[src/rtl/bit_serial_adder_pkg.sv]
// Shared types and constants for the bit-serial adder: FSM state encoding
// and the default operand width.
package bit_serial_adder_pkg;

  localparam int ST_W          = 2;
  localparam int DEFAULT_WIDTH = 8;

  typedef enum logic [ST_W-1:0] {
    ST_IDLE = 2'd0,
    ST_RUN  = 2'd1,
    ST_DONE = 2'd2
  } state_t;

  // Last value the bit counter reaches before the result is complete.
  function automatic int last_bit_index(input int width);
    return width - 1;
  endfunction

endpackage

[src/rtl/bit_serial_adder_fa.sv]
// One-bit full-adder cell used as the single arithmetic slice of the
// bit-serial adder.
module bit_serial_adder_fa
  import bit_serial_adder_pkg::*;
(
  input  logic a,
  input  logic b,
  input  logic cin,
  output logic sum,
  output logic cout
);

  logic w_half_sum;

  // Sum and carry of one bit position.
  always_comb begin
    w_half_sum = a ^ b;
    sum        = w_half_sum ^ cin;
    cout       = (a & b) | (cin & w_half_sum);
  end

endmodule

[src/rtl/bit_serial_adder.sv]
// Bit-serial WIDTH-bit adder: one bit per clock, LSB first, with a
// valid/ready handshake on the operand side and on the result side.
module bit_serial_adder
  import bit_serial_adder_pkg::*;
#(
  parameter int WIDTH = DEFAULT_WIDTH
) (
  input  logic             clk,
  input  logic             rst,
  input  logic             in_valid,
  output logic             in_ready,
  input  logic [WIDTH-1:0] a,
  input  logic [WIDTH-1:0] b,
  input  logic             cin,
  output logic             out_valid,
  input  logic             out_ready,
  output logic [WIDTH-1:0] sum,
  output logic             cout,
  output logic             busy
);

  localparam int CNT_W = $clog2(WIDTH);
  localparam logic [CNT_W-1:0] CNT_LAST = CNT_W'(last_bit_index(WIDTH));

  state_t           r_state;
  logic [WIDTH-1:0] r_a_sh;
  logic [WIDTH-1:0] r_b_sh;
  logic [WIDTH-1:0] r_sum_sh;
  logic             r_carry;
  logic [CNT_W-1:0] r_cnt;
  logic             r_in_ready;
  logic             r_out_valid;
  logic             r_busy;

  logic w_fa_sum;
  logic w_fa_cout;

  bit_serial_adder_fa u_fa (
    .a    (r_a_sh[0]),
    .b    (r_b_sh[0]),
    .cin  (r_carry),
    .sum  (w_fa_sum),
    .cout (w_fa_cout)
  );

  // Handshake flags are registered next to the state so every output comes
  // straight from a flop.
  always_ff @(posedge clk or posedge rst) begin
    if (rst) begin
      r_state     <= ST_IDLE;
      r_a_sh      <= {WIDTH{1'b0}};
      r_b_sh      <= {WIDTH{1'b0}};
      r_sum_sh    <= {WIDTH{1'b0}};
      r_carry     <= 1'b0;
      r_cnt       <= {CNT_W{1'b0}};
      r_in_ready  <= 1'b1;
      r_out_valid <= 1'b0;
      r_busy      <= 1'b0;
    end else begin
      case (r_state)
        ST_IDLE: begin
          if (in_valid) begin
            r_a_sh      <= a;
            r_b_sh      <= b;
            r_carry     <= cin;
            r_cnt       <= {CNT_W{1'b0}};
            r_state     <= ST_RUN;
            r_in_ready  <= 1'b0;
            r_out_valid <= 1'b0;
            r_busy      <= 1'b1;
          end else begin
            r_state     <= ST_IDLE;
            r_in_ready  <= 1'b1;
            r_out_valid <= 1'b0;
            r_busy      <= 1'b0;
          end
        end

        ST_RUN: begin
          r_sum_sh <= {w_fa_sum, r_sum_sh[WIDTH-1:1]};
          r_a_sh   <= {1'b0, r_a_sh[WIDTH-1:1]};
          r_b_sh   <= {1'b0, r_b_sh[WIDTH-1:1]};
          r_carry  <= w_fa_cout;
          // Counter parks on the last index instead of wrapping.
          if (r_cnt == CNT_LAST) begin
            r_state     <= ST_DONE;
            r_out_valid <= 1'b1;
          end else begin
            r_cnt       <= r_cnt + {{(CNT_W-1){1'b0}}, 1'b1};
            r_state     <= ST_RUN;
            r_out_valid <= 1'b0;
          end
          r_in_ready <= 1'b0;
          r_busy     <= 1'b1;
        end

        ST_DONE: begin
          if (out_ready) begin
            r_state     <= ST_IDLE;
            r_in_ready  <= 1'b1;
            r_out_valid <= 1'b0;
            r_busy      <= 1'b0;
          end else begin
            r_state     <= ST_DONE;
            r_in_ready  <= 1'b0;
            r_out_valid <= 1'b1;
            r_busy      <= 1'b1;
          end
        end

        default: begin
          r_state     <= ST_IDLE;
          r_in_ready  <= 1'b1;
          r_out_valid <= 1'b0;
          r_busy      <= 1'b0;
        end
      endcase
    end
  end

  assign in_ready  = r_in_ready;
  assign out_valid = r_out_valid;
  assign busy      = r_busy;
  assign sum       = r_sum_sh;
  assign cout      = r_carry;

endmodule
[config.mk]
export PLATFORM = sky130hd
export DESIGN_NAME = bit_serial_adder
export DESIGN_NICKNAME = d
export VERILOG_FILES = /design/src/rtl/bit_serial_adder_pkg.sv /design/src/rtl/bit_serial_adder_fa.sv /design/src/rtl/bit_serial_adder.sv
export SDC_FILE = /design/constraint.sdc
export NUM_CORES = 1
export LEC_CHECK = 0
export ABC_AREA = 1
export CELL_PAD_IN_SITES_DETAIL_PLACEMENT = 0
export CELL_PAD_IN_SITES_GLOBAL_PLACEMENT = 1
export CORE_AREA = 4 4 69 71
export DETAILED_ROUTE_END_ITERATION = 6
export DIE_AREA = 0 0 73 75
export HOLD_SLACK_MARGIN = 0.15
export PLACE_DENSITY = 0.87
export SLEW_MARGIN = 20
export SYNTH_ARGS = -nofsm -noshare
export SYNTH_HDL_FRONTEND = slang
export SYNTH_SLANG_ARGS = --single-unit
[constraint.sdc]
create_clock -name clk -period 3.1 [get_ports clk]
set_input_delay 0.31 -clock clk [delete_from_list [all_inputs] [get_ports clk]]
set_output_delay 0.31 -clock clk [all_outputs]
set_load 0.01 [all_outputs]
# Word level (Yosys, flattened, before mapping)

Index checks and enable logic that the tools add are counted.

Flip-flop bits (word level): 33
Input bits: 21
Output and inout port bits: 12
Word-level logic and storage cells: 45

Add/subtract/negate cells: 1
Equal/unequal tests: 5
Muxes and demuxes: 21
Bitwise logic cells: 5
Reduce and logical (&&, ||, !) cells: 4

Operator list:

| cell                                                 | count |
|---|---|
| case mux 8 bit (2 select lines)                      | 2 |
| two-way mux 8 bit                                    | 2 |
| two-way mux 1 bit                                    | 7 |
| two-way mux 3 bit                                    | 2 |
| case mux 1 bit (3 select lines)                      | 2 |
| case mux 2 bit (3 select lines)                      | 1 |
| case mux 3 bit (2 select lines)                      | 1 |
| two-way mux 2 bit                                    | 2 |
| != test 2 bit (second input constant)                | 2 |
| case mux 1 bit (2 select lines)                      | 2 |
| adder 3 x 1 -> 3 bit (second input constant)         | 1 |
| equality test 3 bit (second input constant)          | 1 |
| AND reduction 3 bit                                  | 1 |
| AND 1 bit                                            | 2 |
| equality test 2 x 1 -> 1 bit (second input constant) | 1 |
| equality test 2 bit (second input constant)          | 1 |
| zero test 2 bit                                      | 1 |
| AND reduction 2 bit                                  | 1 |
| nonzero test 2 bit                                   | 1 |
| bitwise XOR 1 bit                                    | 2 |
| OR 1 bit                                             | 1 |

# Logic depth before layout (Yosys ltp)

Depth in word-level cells: 4
Gate-level depth with buffers: 9
Gate-level depth less buffers: 7

# By module

From an unflattened synthesis, not the netlist that was laid out.

Cell total of the unflattened synthesis: 200
Area, all modules: 1632.8 µm²

By module, submodules not included:

| module              | instances | cells each | area an instance (µm²) | seq. area each (µm²) |
|---|---|---|---|---|
| bit_serial_adder    | 1         | 199        | 1612.8                 | 827.0 |
| bit_serial_adder_fa | 1         | 1          | 20.0                   | 0.0 |

# Worst setup path before layout

No wires, ideal clock.

Path type: flip-flop to flip-flop
Start: reg r_state[0]
End: reg r_carry, in the netlist cout
Library setup time: 0.117 ns
Arrival: 1.176 ns
Required time: 2.983 ns
Setup slack: 1.807 ns
Stages on the path, launching flop included: 8
Path buffers: 1
Clock period less this slack: 1.293 ns
Cell sequence: dfrtp_1 > inv_1 > ha_1 > nand2_2 > nand2_4 > buf_8 > nand2_1 > nand2_1

Word-level cells in the longest chain between the ends: 3
Elaborated cells on any way between the ends: 6
Classes of those cells: eq/ne (2); mux (1); reduce/logical (3)

RTL lines:

| element                                                                | RTL line               | RTL |
|---|---|---|
| from (decl)                                                            | bit_serial_adder.sv:25 | `state_t r_state;` |
| from (signal assigned)                                                 | bit_serial_adder.sv:50 | `r_state <= ST_IDLE;` |
| from (signal assigned)                                                 | bit_serial_adder.sv:67 | `r_state <= ST_RUN;` |
| from (signal assigned)                                                 | bit_serial_adder.sv:72 | `r_state <= ST_IDLE;` |
| equality test 2 x 1 -> 1 bit / zero test 2 bit (equally long branches) | bit_serial_adder.sv:60 | `case (r_state)` |
| nonzero test 2 bit (no line) / != test 2 bit (equally long branches)   | --                     |  |
| AND reduction 2 bit (no line)                                          | --                     |  |
| to (signal assigned)                                                   | bit_serial_adder.sv:65 | `r_carry <= cin;` |
| to (signal assigned)                                                   | bit_serial_adder.sv:83 | `r_carry <= w_fa_cout;` |
| to (decl)                                                              | bit_serial_adder.sv:29 | `logic r_carry;` |

Several ways; a longest one is shown, not always the timed one.
A chain may end at the register's enable or synchronous reset.

# Worst setup path after layout

Start: reg r_state[1]
End: reg r_cnt[1]

Word-level cells in the longest chain between the ends: 3
Elaborated cells on any way between the ends: 7
Classes of those cells: eq/ne (3); mux (1); reduce/logical (3)

RTL lines:

| element                                                                | RTL line               | RTL |
|---|---|---|
| equality test 2 x 1 -> 1 bit / zero test 2 bit (equally long branches) | bit_serial_adder.sv:60 |  |
| != test 2 bit (no line) / nonzero test 2 bit (equally long branches)   | --                     |  |
| AND reduction 3 bit (no line)                                          | --                     |  |
| to (signal assigned)                                                   | bit_serial_adder.sv:55 | `r_cnt <= {CNT_W{1'b0}};` |
| to (signal assigned)                                                   | bit_serial_adder.sv:66 | `r_cnt <= {CNT_W{1'b0}};` |
| to (signal assigned)                                                   | bit_serial_adder.sv:89 | `r_cnt <= r_cnt + {{(CNT_W-1){1'b0}}, 1'b1};` |
| to (decl)                                                              | bit_serial_adder.sv:30 | `logic [CNT_W-1:0] r_cnt;` |

Several ways; a longest one is shown, not always the timed one.

==> summary.md <==
| Metric | Value |
|---|---|
| TritonRoute pass-1 iters | 4 |
| Crit-path cells | inv_1 -> ha_1 -> inv_2 -> nor2_1 -> nand3_1 -> nand2_1 |
| Largest net degree at the start of global routing | 20 |
| Slowest Stage Delay on Critical Path | 0.62 ns |
| Reg2Reg Depth | 6 |
| Core ar. | approximately 0.0042 mm² |
| Achievable Freq | 507 MHz |
| Post-synth top cells | 87 x nand2_1, 32 x dfrtp_1, 22 x nand3_1 |
| Post-cts resize count | 0 |
| Die Wd | between 70 and 80 µm |
| Reg2reg setup slack | 1.13 ns |
| Worst Hold Class | input port to asynchronous set/reset pin |
| Root Buffer | clkbuf_8 |
| Asr flop ratio synth | 100% |
| Filler cell count | 419 |
| Avg WL per Cell | 11.8 µm |
| Clock tree sinks | 33 |
| P&R area growth vs syn | 26.2% |
| CP max stage cell | ha_1 |
| Fin Clk Skew | 0.00399 ns |
| Psw | 803 µW |
| FF-to-FF Start | r_state[1]$_DFF_PP0_ |
| Worst r2r dst | r_cnt[1]$_DFFE_PP0P_ |
| Final nets | 262 |
| Crit. End Element | register |
| N_diodes | 0 |
| Non-Filler Instances | 286 |
| Hold Buf Count CTS | 0 |
| Setup_tns | 0 ns |
| Final WL | 3370 µm |
| Worst skew pair latency | 0.29 ns |
| Postcts setup bufs | 0 |
| Initial Util | 38.7% |
| Post-synthesis net count | 230 |
| FF+latch area | just over 800 µm² |
| Register area share after synthesis | 50.5% |
| First-pass GRT wire length | between 5000 and 6000 µm |
| Critical Path Start | r_state[1]$_DFF_PP0_ |
| Footprint of the multi-input gates | between 600 and 700 µm² |
| CTS Buffer Depth | 2 |
| Die footprint | 0.00548 mm² |
| Initial antenna violation count | 0 |
| Status | finished clean |
| Placed Cells | about 280 |
| Gpl congestion | 0.815 |
| Vias in the first global route | approximately 1.3k |
| Congestion Overflow GR | 0 |
| Row Count | 24 |
| Sequential share of power | 36.2% |
| Peak VDD IR | 0.000399 V |
| CP Max Fanout | 18 |
| Number of DRC markers in iteration 0 | 96 |
| Setup Crit Path Kind | register to register |
| Synth Warn # | 0 |
| Synth area leader | dfrtp_1 |
| CTS tree | done |
| IO Port Bufs | 32 |
| DRC | 0 |
| Worst Path Required | 3.32 ns |
| Die height | 75 µm |
| Clk network pwr share | 17.8% |
| Final min period | slightly below 2 ns |
| Synth Area per Inst | 8.15 µm² |
| Cells after Synth | 201 |
| Worst-margin pin slew | between 0.7 and 0.8 ns |
| H-tree Lvls | 2 |
| Via count | 1327 |
| Lkg Pwr | roughly 0.0011 µW |
| Netlist cell types | 18 |
| ANT nets after route | 0 |
| Synth area leaders | dfrtp_1 49%, nand2_1 20%, nand3_1 6.7%, ha_1 5.3%, inv_1 3.2% |
| Combinational fraction of design power | 46.0% |
| CP arrival | around 2.2 ns |
| Tcrit/Tclk final | 63.6% |
| CTS clk-pin slew, worst paths | 0.07 ns |
| Share of cells above drive strength 1 | 6.41% |
| Startpoint types | register |
| Hold Vio Cnt, Final | 0 |
| RSZ-0062 raised after global routing | no |
| Switching share of power | 40.4% |
| IO Pins | 33 |
| Pwr dens | 962 mW/mm² |
| # Max-Cap Violations | 0 |
| Power Internal | 1190 µW |
| #FFs+latches synth | 33 |
| Post-synth EDFFs | 0 |
| Tot GR Track Use | 13.6% |
| Slew HR | a little over half |
| Routed vias/inst | 4.64 |
| CTS Buf Count | 5 |
| Top-count cell post-synth | nand2_1 |
| Cell Area, Synth | 0.00164 mm² |
| Setup violations, final | 0 |
| Dpl hpwl | 2290 µm |
| Share of the synthesized area in the top cell type | 48.9% |
| Max-slew violation count | 0 |
| Post-synth top flop | dfrtp_1 |
==> worst max-delay path by stage <==
stage | to | slack, ns
floorplan | cout$_DFFE_PP0P_ | 1.81
global placement | r_cnt[0]$_DFFE_PP0P_ | 1.19
detailed placement | r_cnt[1]$_DFFE_PP0P_ | 1.15
CTS | r_cnt[1]$_DFFE_PP0P_ | 1.12
global route | r_cnt[1]$_DFFE_PP0P_ | 0.92
finish | r_cnt[1]$_DFFE_PP0P_ | 1.13
==> worst max-delay path: cells and delay by family, from the launching register on <==
| family | cells | cell delay (ns) |
|---|---|---|
| buffers and inverters | 2 | 0.40 |
| adder cells (fa/ha/maj) | 1 | 0.62 |
| AND/OR/NAND/NOR | 3 | 0.48 |
| flip-flops | 1 | 0.40 |
==> final cells by class <==
| type | instances | share of cell area (%) |
|---|---|---|
| clock buffers | 7 | 4.66 |
| inverters | 16 | 2.91 |
| flip-flops and latches | 33 | 40.0 |
| multi-input cells | 144 | 33.2 |
| repair buffers | 33 | 15.9 |
| well taps | 52 | 3.15 |
| clock inverters | 1 | 0.242 |
==> power groups by stage <==
stage | clock network, µW | logic [µW] | registers (µW)
6_report | 355 | 914 | 720
5_1_grt | 380 | 1040 | 744
4_1_cts | 368 | 927 | 720
3_5_place_dp | 0 | 922 | 727
3_3_place_gp | 0 | 913 | 725
2_1_floorplan | 0 | 658 | 741
==> through the flow <==
stage / area (µm²) / utilization, % / setup slack, ns / total power [µW] / hold slack, ns
5_1_grt: 2070 / 48.8 / 0.918 / 2170 / 0.470
3_3_place_gp: 1970 / 46.4 / 1.19 / 1640 / 0.463
4_1_cts: 2070 / 48.8 / 1.12 / 2020 / 0.419
6_report: 2070 / 48.8 / 1.13 / 1990 / 0.402
3_5_place_dp: 1970 / 46.4 / 1.15 / 1650 / 0.472
2_1_floorplan: 1640 / - / 1.81 / 1400 / 0.431
==> cell usage in the layout (no fill, tap or decap) <==
cell type	n
nand3_1	22
nand2_4	2
clkdlybuf4s50_1	32
buf_4	1
nand2_2	1
fa_1	1
nand2_1	87
inv_1	14
nor2_1	8
a21oi_1	8
dfstp_2	1
clkbuf_8	7
clkinv_2	1
ha_1	7
dfrtp_1	32
a22oi_1	1
inv_2	2
o21ai_0	7
==> metal layers <==
metal / global-route usage (%) / vias up / part of all wire [%] / routed length (µm)
li1: - / 692 / - / -
met5: 0 / - / 0 / 0
met4: 6.15 / 0 / 2.1 / 70
met1: 18.3 / 595 / 48 / 1610
met3: 4.67 / 6 / 6.3 / 212
met2: 19.9 / 34 / 44 / 1480
==> sequential cells by signal (all words and copies together), names as in the netlist <==
| name | cells |
|---|---|
| sum | 8 |
| r_b_sh | 8 |
| busy | 1 |
| r_a_sh | 8 |
| r_cnt | 3 |
| in_ready | 1 |
| out_valid | 1 |
| cout | 1 |
| r_state | 2 |
==> cells by family after synthesis <==
group / Yosys count / share of synthesized area (%)
buffers and inverters: 24 / 7.64
AO/OA/AOI/OAI: 16 / 5.04
flip-flops: 33 / 50.5
AND/OR/NAND/NOR: 120 / 30.3
adder cells (fa/ha/maj): 8 / 6.57
No activity file was read; power rests on OpenSTA's default activity.
